[config.mk]
export PLATFORM = sky130hd
export DESIGN_NAME = comp4_bist_flat
export DESIGN_NICKNAME = d
export VERILOG_FILES = /design/src/rtl/comp4_bist_if.sv /design/src/rtl/comp4_bist.sv /design/src/flat_wrapper.sv
export SDC_FILE = /design/constraint.sdc
export NUM_CORES = 1
export LEC_CHECK = 0
export ABC_AREA = 1
export CORE_ASPECT_RATIO = 1.5
export CORE_MARGIN = 2
export CORE_UTILIZATION = 50
export DETAILED_ROUTE_END_ITERATION = 6
export PLACE_DENSITY = 0.79
export RECOVER_POWER = 50
export SLEW_MARGIN = 20
export SYNTH_ARGS = -nofsm -noshare
export SYNTH_HDL_FRONTEND = slang
export SYNTH_SLANG_ARGS = --single-unit
[constraint.sdc]
create_clock -name clk -period 2.4 [get_ports clk]
set_clock_uncertainty 0.2 [all_clocks]
set_input_delay 0.36 -clock clk [delete_from_list [all_inputs] [get_ports clk]]
set_output_delay 0.36 -clock clk [all_outputs]
set_load 0.1 [all_outputs]
[src/rtl/comp4_bist_if.sv]
// ============================================================================
// comp4_bist_if : stimulus/response bundle between comp4_bist and its environment
// Revision      : 1.0
// ============================================================================
`default_nettype none

interface comp4_bist_if;
  logic       start;
  logic [3:0] a;
  logic [3:0] b;
  logic       lt;
  logic       eq;
  logic       gt;
  logic       busy;
  logic       done;
  logic       pass;
  logic [8:0] err_cnt;
  logic [3:0] fail_a;
  logic [3:0] fail_b;
  logic [2:0] fail_flags;

  // BIST engine side
  modport master (
    input  start, lt, eq, gt,
    output a, b, busy, done, pass, err_cnt, fail_a, fail_b, fail_flags
  );

  // Environment side: controller plus comparator under test
  modport slave (
    output start, lt, eq, gt,
    input  a, b, busy, done, pass, err_cnt, fail_a, fail_b, fail_flags
  );
endinterface

`default_nettype wire

[src/rtl/comp4_bist.sv]
// ============================================================================
// comp4_bist : exhaustive 256-pair self-test engine for a 4-bit comparator.
//              Optional macro COMP4_BIST_STOP_ON_FAIL_EN ends a sweep at first mismatch.
// Revision   : 1.0
// ============================================================================
`default_nettype none

module comp4_bist (
  input  wire logic     clk,
  input  wire logic     rst_n,
  comp4_bist_if.master  bus
);

  typedef enum logic [1:0] {
    IDLE  = 2'd0,
    DRIVE = 2'd1,
    CHECK = 2'd2,
    FIN   = 2'd3
  } state_t;

  state_t     state;
  logic [2:0] exp_flags;
  logic [2:0] got_flags;
  logic       mismatch;
  logic       last_pair;
  logic [7:0] pair_next;
  logic [8:0] err_next;

  // Flag vectors are ordered {lt, eq, gt}
  always_comb begin
    exp_flags = {(bus.a < bus.b), (bus.a == bus.b), (bus.a > bus.b)};
    got_flags = {bus.lt, bus.eq, bus.gt};
    mismatch  = (got_flags != exp_flags);
    last_pair = (bus.a == 4'hF) && (bus.b == 4'hF);
    pair_next = {bus.a, bus.b} + 8'd1;
    err_next  = mismatch ? (bus.err_cnt + 9'd1) : bus.err_cnt;
  end

  always_ff @(posedge clk or negedge rst_n) begin
    if (!rst_n) begin
      state          <= IDLE;
      bus.a          <= 4'd0;
      bus.b          <= 4'd0;
      bus.busy       <= 1'b0;
      bus.done       <= 1'b0;
      bus.pass       <= 1'b0;
      bus.err_cnt    <= 9'd0;
      bus.fail_a     <= 4'd0;
      bus.fail_b     <= 4'd0;
      bus.fail_flags <= 3'd0;
    end else begin
      bus.done <= 1'b0;
      case (state)
        IDLE: begin
          if (bus.start) begin
            bus.a          <= 4'd0;
            bus.b          <= 4'd0;
            bus.busy       <= 1'b1;
            bus.pass       <= 1'b0;
            bus.err_cnt    <= 9'd0;
            bus.fail_a     <= 4'd0;
            bus.fail_b     <= 4'd0;
            bus.fail_flags <= 3'd0;
            state          <= DRIVE;
          end
        end

        // Operands were updated on the previous edge; give the comparator a cycle to settle
        DRIVE: begin
          state <= CHECK;
        end

        CHECK: begin
          if (mismatch) begin
            bus.err_cnt <= err_next;
            if (bus.err_cnt == 9'd0) begin
              bus.fail_a     <= bus.a;
              bus.fail_b     <= bus.b;
              bus.fail_flags <= got_flags;
            end
          end
`ifdef COMP4_BIST_STOP_ON_FAIL_EN
          if (mismatch || last_pair) begin
            bus.done <= 1'b1;
            bus.pass <= (err_next == 9'd0);
            state    <= FIN;
          end else begin
            {bus.a, bus.b} <= pair_next;
            state          <= DRIVE;
          end
`else
          if (last_pair) begin
            bus.done <= 1'b1;
            bus.pass <= (err_next == 9'd0);
            state    <= FIN;
          end else begin
            {bus.a, bus.b} <= pair_next;
            state          <= DRIVE;
          end
`endif
        end

        // done was raised on entry, so it is high for exactly this cycle
        FIN: begin
          bus.busy <= 1'b0;
          state    <= IDLE;
        end

        default: begin
          bus.busy <= 1'b0;
          state    <= IDLE;
        end
      endcase
    end
  end

endmodule

`default_nettype wire

[src/flat_wrapper.sv]
// flat-port wrapper written by rule: the top's interface ports become plain ports
module comp4_bist_flat 
  (clk, rst_n, bus_start, bus_lt, bus_eq, bus_gt, bus_a, bus_b, bus_busy, bus_done, bus_pass, bus_err_cnt, bus_fail_a, bus_fail_b, bus_fail_flags);
  comp4_bist_if bus_i ();
  input  wire logic clk;
  input  wire logic rst_n;
  input wire logic [$bits(bus_i.start)-1:0] bus_start;
  input wire logic [$bits(bus_i.lt)-1:0] bus_lt;
  input wire logic [$bits(bus_i.eq)-1:0] bus_eq;
  input wire logic [$bits(bus_i.gt)-1:0] bus_gt;
  output wire logic [$bits(bus_i.a)-1:0] bus_a;
  output wire logic [$bits(bus_i.b)-1:0] bus_b;
  output wire logic [$bits(bus_i.busy)-1:0] bus_busy;
  output wire logic [$bits(bus_i.done)-1:0] bus_done;
  output wire logic [$bits(bus_i.pass)-1:0] bus_pass;
  output wire logic [$bits(bus_i.err_cnt)-1:0] bus_err_cnt;
  output wire logic [$bits(bus_i.fail_a)-1:0] bus_fail_a;
  output wire logic [$bits(bus_i.fail_b)-1:0] bus_fail_b;
  output wire logic [$bits(bus_i.fail_flags)-1:0] bus_fail_flags;
  assign bus_i.start = bus_start;
  assign bus_i.lt = bus_lt;
  assign bus_i.eq = bus_eq;
  assign bus_i.gt = bus_gt;
  assign bus_a = bus_i.a;
  assign bus_b = bus_i.b;
  assign bus_busy = bus_i.busy;
  assign bus_done = bus_i.done;
  assign bus_pass = bus_i.pass;
  assign bus_err_cnt = bus_i.err_cnt;
  assign bus_fail_a = bus_i.fail_a;
  assign bus_fail_b = bus_i.fail_b;
  assign bus_fail_flags = bus_i.fail_flags;
  comp4_bist u_core (.clk(clk), .rst_n(rst_n), .bus(bus_i));
endmodule
**Yosys cells after proc, flatten, opt, wreduce, memory -nomap -nowiden**

Cells that the tools add are included.

- Shift operators: 0
- Add/subtract/negate cells: 2
- Div/mod/pow operators: 0
- Bitwise logic cells: 0
- Reduce and logical (&&, ||, !) cells: 11
- Multiply operators: 0
- Magnitude comparators: 2
- Muxes and demuxes: 29
- Equality and inequality tests: 12

Operator list:

| cell | count |
|---|---|
| $pmux W4 S2 | 4 |
| $mux W4 | 7 |
| $mux W9 | 3 |
| $logic_not A9 Y1 | 2 |
| $pmux W9 S2 | 1 |
| $add A9 B1 Y9 const B | 1 |
| $mux W3 | 3 |
| $reduce_and A3 Y1 | 3 |
| $add A8 B1 Y8 const B | 1 |
| $eq A4 B4 Y1 const B | 2 |
| $pmux W2 S4 | 1 |
| $ne A2 B1 Y1 const B | 3 |
| $pmux W3 S2 | 1 |
| $mux W1 | 5 |
| $eq A2 B2 Y1 const B | 2 |
| $eq A4 B4 Y1 | 1 |
| $gt A4 B4 Y1 | 1 |
| $lt A4 B4 Y1 | 1 |
| $mux W2 | 2 |
| $ne A2 B2 Y1 const B | 2 |
| $pmux W1 S2 | 2 |
| $reduce_and A4 Y1 | 1 |
| $reduce_bool A2 Y1 | 2 |
| $ne A3 B3 Y1 | 1 |
| 4 further kinds | 4 |

- Register bits after elaboration: 33
- Memory bits (read-only): 0
- Latch bits: 0
- RAM bits: 0
- Output and inout port bits: 31
- Memories kept: 0
- Logic and storage cells: 66

**Logic depth before layout (Yosys ltp)**

Gate-level depths: netlist of run 1.

- Depth in word-level cells: 6
- Depth in mapped cells: 17

**Worst setup path before layout of run 1**

OpenSTA, ideal clock, no wires.

- Path type: register to register
- From: register u_core.bus.b[3]
- To: register u_core.bus.fail_a[0]
- Path buffers: 1
- Data arrival time: 2568 ps
- Path slack: -446 ps
- Stages on the path, launching flop included: 15
- Cell sequence: dfrtp_1 > inv_1 > ha_1 > a21oi_1 > nand2_2 > nand2_2 > nand2_2 > nor2_4 > nand2_4 > nand2_8 > nand2_8 > nand2_8 > buf_12 > nand2_2 > o21ai_1

- Longest elaborated chain between the ends: 4
- Elaborated cells on any way between the ends: 6
- Those cells by class: order compare (2); eq/ne (3); reduce/logical (1)

RTL lines:

| element | RTL line | source |
|---|---|---|
| from (decl) | comp4_bist_if.sv:25 | `output a, b, busy, done, pass, err_cnt, fail_a, fail_b, fail_flags` |
| from (signal assigned) | comp4_bist.sv:97 | `{bus.a, bus.b} <= pair_next;` |
| $gt A4 B4 Y1 (tied with other cells) | comp4_bist.sv:31 | `exp_flags = {(bus.a < bus.b), (bus.a == bus.b), (bus.a > bus.b)};` |
| $ne A3 B3 Y1 (*) | comp4_bist.sv:33 | `mismatch = (got_flags != exp_flags);` |
| $ne A2 B1 Y1 (no line) (*) | n/a |  |
| $reduce_and A4 Y1 (no line) (*) | n/a |  |
| to (signal assigned) | comp4_bist.sv:77 | `bus.fail_a <= bus.a;` |
| to (decl) | comp4_bist_if.sv:25 |  |

Mark *: on every way between the ends. The rest lies on a longest branch, timed or not.
A chain may end at the register's enable or synchronous reset.

**Worst setup path in the final report of run 1**

- From: register u_core.bus.b[2]
- To: register u_core.bus.fail_a[0]

The elaborated chain is that of the path after synthesis.

==> impl_metrics.yaml, run 1 <==
routing:
  firstDrtPassIters: 4
  vias: 1648
  vias_per_cell: 5.118
  routed_wl_um: 4266
  remaining_drc_errors: 0
  dr.first_iter.drc_count: 47
  antenna_left: 0
  wl_per_cell_um: 13.25
die:
  die_x_um: 54.90
  die_area_um2: 4411
  dieHeight_um: 80.35
  start_util_pct: 52.29
  rows: 27
  num_io_pins: 37
  core_area_um2: 3716
yosys:
  synth_cells: 235
  synth_most_common_cell: "nand2_1"
  synth_top_area_share_pct: 42.50
  async_flop_share_pct: 100.0
  syn_area_per_cell_um2: 8.269
  synth_cell_type_count: 28
  synth_largest_area_cell: "dfrtp_1"
  synth.area.top_cells: "dfrtp_1 42%, nand2_1 12%, inv_1 5.4%"
  yosysWarnings: 0
  syn_area_um2: 1943
  synth_ff_type: "dfrtp_1"
  yosys-top-cells-count: "61 x nand2_1, 33 x dfrtp_1, 28 x inv_1"
  synth_edf_count: 0
  ys_seq_elements: 33
  synth_fp_nets: 248
  yosysSeqAreaShare_pct: 42.50
power:
  power_switching_w: 0.001563
  swShare_pct: 54.71
  power_density_nw_per_um2: 1198
  clockPowerShare_pct: 19.1
  combPwrFrac_pct: 52.2
  internal_power_w: 0.001294
  p_leak_nw: 1.214
  seq_power_share_pct: 28.6
  peakVddDrop_v: 0.0008663
finish:
  utilization_pct: 64.21
  area_growth_pct: 22.79
  layout.nets: 291
  drive_gt1_share_pct: 29.75
  antennaDiodeCount: 0
sta:
  worst_slack_ps: 165.9
  slew_headroom_pct: 22.21
  timing.fmax_ghz: 0.4476
  hold_viol: 0
  period_needed_ps: 2234
  slew_viol_final: 0
  finalSetupTns_ps: 0
  grt_setup_unrepaired: "no"
  period_share_pct: 93.09
  tightest_slew_ps: 1172
  finalSetupViolCount: 0
  hold_slack_ps: 281.4
run:
  maxCapViolations: 0
cts:
  insertion_delay_ps: 290
  cts_root_buf: "clkbuf_8"
  cts_sinks: 33
  cts_made_buffers: 5
  clockBufferDepth: 2
  tritoncts: "yes"
  htreeDepth: 2
  clkTransAtPathRegs_ps: 70
  post-cts-setup-buffer-count: 0
min_path:
  worstHoldPathCells: 2
  min_from: "u_core.bus.busy"
  min_to: "u_core.bus.busy"
  hold_path.class: "reg -> reg"
grt:
  grt_util_all_layers_pct: 21.83
  grt_pass1_vias: 1605
  antenna_found_initial: 0
  grt_pass1_wl_um: 6996
  grt_overflow: 0
  grt_max_degree: 34
worst_setup_path:
  r2r_slack_ps: 170
  worst_ep_required_time_ps: 2430
  crit_type: "reg -> reg"
  worstPathMaxFanout: 10
  worstSetupEndpointType: "register"
  r2r-start: "u_core.bus.b[2]"
  r2r_end: "u_core.bus.fail_a[0]"
  cp-start-kind: "register"
  reg2reg_depth: 15
  worst_ep_arrival_time_ps: 2260
placement:
  place_worst_setup_slack_ps: 191.1
  io_buffers: 36
  dp_hpwl_um: 3188
  gp_congestion: 0.8440
outcome:
  outcome: "finished, final reports clean"
[layout by cell type (no fill, tap or decap), types with 5 or more instances in the layout]
cell type / synthesis / final
o21ai_2: 8 / 8
clkbuf_1: 0 / 8
nand2_2: 12 / 12
buf_4: 0 / 21
a21oi_1: 7 / 6
clkbuf_8: 0 / 6
nand3_1: 15 / 15
nor2_1: 13 / 13
inv_1: 28 / 26
nand2_1: 61 / 61
dfrtp_2: 0 / 5
dfrtp_1: 33 / 24
ha_1: 7 / 6
o21ai_1: 7 / 7
o21ai_0: 8 / 8
inv_2: 4 / 6
[final cells by class]
class,count,area [um^2]
Sequential cell,33,847.1
Inverter,34,130.1
Fill cell,316,1330
Tap cell,43,53.80
Timing Repair Buffer,39,261.5
Clock inverter,2,37.54
Clock buffer,6,82.58
Multi-Input combinational cell,165,973.4
[per-stage QoR]
stage          instances  total power (W)  area, um^2
2_1_floorplan        235         0.002034        1981
3_3_place_gp         313         0.002340        2298
3_5_place_dp         313         0.002354        2298
4_1_cts              321         0.002904        2419
5_1_grt              322         0.003003        2386
6_report             322         0.002858        2386
[per-layer routing]
layer / track usage [%] / wire (um) / vias to the layer above
met5: 0 / 0 / -
met4: 9.512 / 93 / 0
met3: 4.833 / 201 / 8
met2: 37.14 / 2239 / 48
met1: 25.12 / 1732 / 758
li1: - / - / 834
[worst max-delay path: stages (launching register included)]
cell     delay (ps)
dfrtp_4         500
inv_1           100
ha_1            240
nand2_2         100
inv_2            30
nand2_1          80
nand2_2          80
nand2_2          60
nand2_2          60
nor2_4          130
nand2_4         100
nand2_8         110
nand2_8         100
nand2_4         160
nand2_2          50
o21ai_1          70
[timing repair]
item,4_1_cts,5_1_grt
gates resized for setup,0,1
setup endpoints to repair,0,1
hold buffers,0,0
[worst max-delay path by stage]
stage | start | to | slack (ps) | cells after the start
finish | u_core.bus.b[2] | u_core.bus.fail_a[0] | 170 | 15
global route | u_core.bus.b[2] | u_core.bus.fail_a[0] | 20 | 15
CTS | u_core.bus.b[2] | u_core.bus.fail_b[3] | 170 | 15
detailed placement | u_core.bus.b[2] | u_core.bus.fail_b[3] | 190 | 14
global placement | u_core.bus.a[0] | u_core.bus.fail_b[0] | 240 | 12
floorplan | u_core.bus.b[2] | u_core.bus.fail_a[3] | 4 | 16
[sequential cells by signal (all words and copies together), names as in the netlist]
register / cells
u_core.bus.a: 4
u_core.bus.b: 4
u_core.bus.busy: 1
u_core.bus.done: 1
u_core.bus.err_cnt: 9
u_core.bus.fail_a: 4
u_core.bus.fail_b: 4
u_core.bus.fail_flags: 3
u_core.bus.pass: 1
u_core.state: 2
[cells by family (layout without fill, tap and decap cells)]
family,count (synthesis),count (layout),share of synthesized area [%]
AND/OR/NAND/NOR,118,119,30.97
adder cells (fa/ha/maj),7,7,4.507
flip-flops,33,33,42.50
AO/OA/AOI/OAI,34,34,10.56
buffers and inverters,38,81,8.821
XOR/XNOR,5,5,2.640
[power groups by stage]
stage / Clock, W / Sequential (W) / Combinational, W
final: 0.000546 / 0.000818 / 0.00149
after CTS: 0.000556 / 0.000817 / 0.00153
after detailed placement: 0 / 0.000828 / 0.00153
after floorplan: 0 / 0.00167 / 0.000366
after global routing: 0.000583 / 0.000839 / 0.00158
after global placement: 0 / 0.000824 / 0.00152
Note: power is estimated with default switching activity, not from simulation.
==> inputs of run 2 (changes only) <==
--- a/config.mk
+++ b/config.mk
@@ -8,9 +8,9 @@
 export ABC_AREA = 1
 export CORE_ASPECT_RATIO = 1.5
 export CORE_MARGIN = 2
-export CORE_UTILIZATION = 50
+export CORE_UTILIZATION = 45
 export DETAILED_ROUTE_END_ITERATION = 6
-export PLACE_DENSITY = 0.79
+export PLACE_DENSITY = 0.73
 export RECOVER_POWER = 50
 export SLEW_MARGIN = 20
 export SYNTH_ARGS = -nofsm -noshare
==> constraint.sdc (replaced) <==
create_clock -name clk -period 2.4 [get_ports clk]
set_clock_uncertainty 0.2 [all_clocks]
set_input_delay 0.6 -clock clk [delete_from_list [all_inputs] [get_ports clk]]
set_output_delay 0.6 -clock clk [all_outputs]
set_load 0.1 [all_outputs]
==> run 2 against run 1 <==
- utilization fell by 5.2 points
- die area rose by 10%
- register-to-register slack barely moved
- routed wire length fell by 0.63%
- worst hold slack improved by 2.6 ps
- global-route usage fell by 3.4 points
- flip-flop and latch count did not move
- clock-buffer cell count did not move
- first-iteration DRC count fell by 17%
- combinational power rose by 10%
- critical endpoint is now u_core.bus.fail_flags[2]
- largest cell class unchanged
==> impl_metrics.yaml, run 2 (synthesis results as in run 1) <==
power:
  seq_power_share_pct: 29.2
  peakVddDrop_v: 0.001153
  internal_power_w: 0.001308
  swShare_pct: 54.86
  combPwrFrac_pct: 56.7
  power_density_nw_per_um2: 1176
  p_leak_nw: 1.262
  clockPowerShare_pct: 14.2
  power_switching_w: 0.001590
die:
  dieHeight_um: 84.48
  start_util_pct: 46.57
  die_area_um2: 4871
  die_x_um: 57.66
  core_area_um2: 4173
  num_io_pins: 37
  rows: 29
worst_setup_path:
  cp_slowest_stage_delay_ps: 490
  r2r-start: "u_core.bus.b[2]"
  worst_ep_arrival_time_ps: 2250
  r2r_end: "u_core.bus.fail_flags[2]"
  cp-start-kind: "register"
  cp-startpoint: "u_core.bus.b[2]"
  path_common_cell: "nand2_2"
  crit_type: "reg -> reg"
  r2r_slack_ps: 160
  worstPathMaxFanout: 10
  worstSetupEndpointType: "register"
  slowest_stage: "dfrtp_4"
  reg2reg_depth: 15
  worst_ep_required_time_ps: 2410
  crit_chain: "inv_1, ha_1, nand2_2, inv_2, nand2_1, nand2_2, nand2_2, nand2_2, nor2_4, nand2_4, nand2_8, nand2_8, nand2_8, nand2_1, o21ai_1"
finish:
  most-common-layout-cells: "63 x nand2_1, 27 x inv_1, 24 x dfrtp_1"
  utilization_pct: 59.04
  regMostFlops: "u_core.bus.err_cnt"
  largest_reg_flops: 9
  area_growth_pct: 26.79
  layout.nets: 291
  antennaDiodeCount: 0
  drive_gt1_share_pct: 31.18
  final_common_cell: "nand2_1"
grt:
  grt_max_degree: 34
  grt_pass1_vias: 1532
  grt_util_all_layers_pct: 18.44
  antenna_found_initial: 0
  grt_overflow: 0
  grt_pass1_wl_um: 6975
sta:
  hold_slack_ps: 284.0
  timing.fmax_ghz: 0.4474
  grt_setup_unrepaired: "no"
  finalSetupTns_ps: 0
  slew_headroom_pct: 44.73
  tightest_slew_ps: 829.0
  period_needed_ps: 2235
  slew_viol_final: 0
  hold_viol: 0
  worst_slack_ps: 164.8
  finalSetupViolCount: 0
  period_share_pct: 93.14
min_path:
  worstHoldPathCells: 2
  hold_path.class: "reg -> reg"
  min_to: "u_core.bus.busy"
  min_from: "u_core.bus.busy"
placement:
  dp_hpwl_um: 3168
  io_buffers: 36
  place_worst_setup_slack_ps: 77.99
  gp_congestion: 0.8186
routing:
  remaining_drc_errors: 0
  dr.first_iter.drc_count: 39
  wl_per_cell_um: 13.04
  antenna_left: 0
  routed_wl_um: 4239
  firstDrtPassIters: 4
  vias_per_cell: 5.052
  vias: 1642
cts:
  clockBufferDepth: 2
  hold_buffers: 0
  clkTransAtPathRegs_ps: 70
  cts_sinks: 33
  insertion_delay_ps: 290
  tritoncts: "yes"
  htreeDepth: 2
  cts_made_buffers: 5
  cts_root_buf: "clkbuf_8"
outcome:
  outcome: "finished, final reports clean"
run:
  maxCapViolations: 0
[run 2: metal layers]
| layer | routed length [um] | vias to the layer above | track usage, % |
|---|---|---|---|
| li1 | - | 829 | - |
| met3 | 148 | 7 | 3.390 |
| met4 | 88 | 0 | 8.668 |
| met1 | 1744 | 769 | 23.37 |
| met2 | 2257 | 37 | 29.86 |
| met5 | 0 | - | 0 |
[run 2: worst max-delay path, delay by kind of cell, from the launching register on]
family | cells | cell delay, ps
AOI/OAI and AO/OA | 1 | 80
adders and majority gates | 1 | 250
buffers and inverters | 2 | 140
DFF | 1 | 490
and+or+nand+nor | 11 | 1000
[run 2: final cells by class]
class / instances / area (um^2)
Fill cell: 383 / 1709
Sequential cell: 33 / 847.1
Clock inverter: 2 / 10.01
Multi-Input combinational cell: 165 / 972.2
Inverter: 34 / 130.1
Timing Repair Buffer: 39 / 374.1
Clock buffer: 6 / 72.57
Tap cell: 46 / 57.56
[run 2: what timing repair did]
action | in CTS | in global routing
gates resized for setup | 0 | 1
setup buffers | 0 | 0
setup endpoints to repair | 0 | 2
[run 2: worst max path at each step]
stage          slack (ps)                        to
4_1_cts               120  u_core.bus.fail_flags[2]
5_1_grt                 8  u_core.bus.fail_flags[2]
6_report              160  u_core.bus.fail_flags[2]
3_3_place_gp          110      u_core.bus.fail_b[3]
2_1_floorplan           4      u_core.bus.fail_a[3]
3_5_place_dp           80  u_core.bus.fail_flags[2]
[run 2: through the flow]
stage / instance area, um^2 / cells / total power, W
final: 2464 / 325 / 0.002898
after global placement: 2402 / 316 / 0.002502
after CTS: 2485 / 324 / 0.002931
after global routing: 2464 / 325 / 0.003032
after floorplan: 1981 / 235 / 0.002034
after detailed placement: 2402 / 316 / 0.002516
[run 2: power groups by stage]
stage | Combinational [W] | Clock (W) | Sequential, W
2_1_floorplan | 0.000366 | 0 | 0.00167
3_3_place_gp | 0.00165 | 0 | 0.000853
3_5_place_dp | 0.00166 | 0 | 0.000859
4_1_cts | 0.00166 | 0.000421 | 0.000847
5_1_grt | 0.00172 | 0.000447 | 0.000863
6_report | 0.00164 | 0.000410 | 0.000845
==> RTL change: new RTL, flow settings as in run 2 <==
Encoding of `state_t`: now one-hot (4 bits for 4 states).
--- a/src/rtl/comp4_bist.sv
+++ b/src/rtl/comp4_bist.sv
@@ -12,9 +12,9 @@
 );
 
-  typedef enum logic [1:0] {
-    IDLE  = 2'd0,
-    DRIVE = 2'd1,
-    CHECK = 2'd2,
-    FIN   = 2'd3
+  typedef enum logic [3:0] {
+    IDLE  = 4'b0001,
+    DRIVE = 4'b0010,
+    CHECK = 4'b0100,
+    FIN   = 4'b1000
   } state_t;
 
Behaviour: same outputs for any inputs over 10 cycles, from zero or initial values and one cycle with rst_n low; not proved beyond that.
==> RTL change against run 2 <==
Combinational power is 5% lower. Largest power group unchanged. Total power is 1.6% lower. Cell area is 14% higher. Sequential cell count is 2 higher. Routed wire length is 25% higher. Synthesized area is 6.6% higher. Largest cell class unchanged. Setup slack worse by 0.052 ns.
==> RTL change: results (changes against run 2) <==
outcome:
  status: "completed"  # unchanged
layout:
  nNonClkBuffers: 56  # was 39
  multi_input_gates: 172  # was 165
  finalNetCount: 323  # was 291
  inv_count: 40  # was 34
  regMostFlops: "u_core.bus.err_cnt"  # unchanged
  multi_input_area_share_pct: 36.4  # was 39.5%
  buf_share_pct: 19.7  # was 15.2%
  nFillCells: 384  # was 383
  syn_to_final_growth_pct: 35.2  # was 26.8%
  final_core_util_pct: 62.7  # was 59.0%
  clockNetworkAreaShare_pct: 4.20  # was 3.35%
  layout.area.seq_um2: 905  # was 847 um^2
  layout-drive-gt1-share_pct: 38.3  # was 31.2%
critical_path:
  crit_slowest_cell: "dfrtp_4"  # unchanged
  path_max_fanout: 6  # was 10
  crit_arrival_ns: 2.27  # was 2.25 ns
run:
  maxCapViolCount: 0  # unchanged
yosys:
  synth_seq_cells: 35  # was 33
  ys_types: 34  # was 28
  syn_nets: 264  # was 248
  synth_ff_type: "dfrtp_1"  # unchanged
  synthTopCellsByCount: "nand2_1 (57), dfrtp_1 (34), inv_1 (33)"  # was nand2_1 (61), dfrtp_1 (33), inv_1 (28)
  synth_area_leaders: "dfrtp_1 (41%), nand2_1 (10%), inv_1 (6.0%), nand2_2 (5.4%), ha_1 (4.2%)"  # was dfrtp_1 (42%), nand2_1 (12%), inv_1 (5.4%), ha_1 (4.5%), nand2_2 (3.9%)
  synth_cells: 251  # was 235
  ys_seq_area_share_pct: 42.3  # was 42.5%
global_routing:
  grt_pass1_wl_mm: 8.47  # was 6.98 mm
  grt_pass1_vias: 1887  # was 1,532
  grt_use_total_pct: 21.5  # was 18.4%
  grt_start_max_net_pins: 36  # was 34
  antenna_found_initial: 0  # unchanged
detailed_routing:
  drt-total-wl_mm: 5.28  # was 4.24 mm
  avgViaCountPerCell: 5.28  # was 5.05
  wire_per_inst_um: 14.7  # was 13.0 um
  firstDrtPassIters: 4  # unchanged
  drt-initial-drc-count: 82  # was 39
hold_path:
  min_from: "u_core.state[3]"  # was u_core.bus.busy
clock_tree:
  clk_latency_ns: 0.29  # about the same
power:
  power_density_nw_per_um2: 1020  # was 1180 nW/um^2
  p_sw_share_pct: 46.5  # was 54.9%
  total_power_w: 0.00285  # was 0.00290 W
  comb_cell_power_w: 0.00156  # was 0.00164 W
  peakVddDrop_uv: 399  # was 1150 uV
  clk-power_w: 0.000554  # was 0.000410 W
  power_leakage_nw: 1.36  # was 1.26 nW
placed_design:
  gp_congestion: 0.921  # was 0.819
  dpl_worst_slack_ns: 0.0558  # was 0.0780 ns
  dp_hpwl_mm: 3.78  # was 3.17 mm
  placed_area_um2: 2630  # was 2400 um^2
  dp.cells: 343  # was 316
  port_buffers: 36  # unchanged
timing:
  worstMarginPinSlew_ns: 0.864  # was 0.829 ns
==> RTL change: cell count changes after synthesis, moves of 2 or more <==
cell / delta
nand2_2: +6
buf_2: -2
nor2_1: -2
nand2_1: -4
inv_1: +5
o21ai_0: -3
o22ai_1: +3
inv_2: +3
o21ai_1: -2
nand2_8: -3
nand3_2: +3
nor3_1: +5
==> RTL change: layer usage <==
| layer | wire length, um | vias up | GRT usage [%] |
|---|---|---|---|
| li1 | - | 924 | - |
| met2 | 2890 | 56 | 37.3 |
| met1 | 2120 | 903 | 25.7 |
| met4 | 97 | 0 | 9.50 |
| met3 | 181 | 11 | 2.97 |
| met5 | 0 | - | 0 |
==> RTL change: what timing repair did <==
action / 4_1_cts / 5_1_grt
endpoints found under the setup margin: 0 / 13
setup buffers: 0 / 5
gates resized for setup: 0 / 3
hold buffers: 0 / 0
==> RTL change: logic make-up (layout without fill, tap and decap cells) <==
| group | count (synthesis) | after routing | share of synthesized area (%) |
|---|---|---|---|
| and+or+nand+nor | 122 | 122 | 29.4 |
| adders and majority gates | 7 | 7 | 4.23 |
| xor gates and xnor gates | 6 | 6 | 2.90 |
| AOI/OAI and AO/OA | 37 | 37 | 11.9 |
| buffers and inverters | 44 | 104 | 9.24 |
| DFF | 35 | 35 | 42.3 |
==> RTL change: final timing paths <==
kind	to	slack, ns	cells after the start
worst min-delay path	u_core.state[2]	0.29	1
worst max register to register	u_core.bus.fail_b[1]	0.11	15
worst min register to register	u_core.state[2]	0.29	1
max in group asynchronous	u_core.bus.b[3]	0.61	2
min in group asynchronous	u_core.bus.err_cnt[5]	0.75	2
worst max-delay path	u_core.bus.fail_b[1]	0.11	15
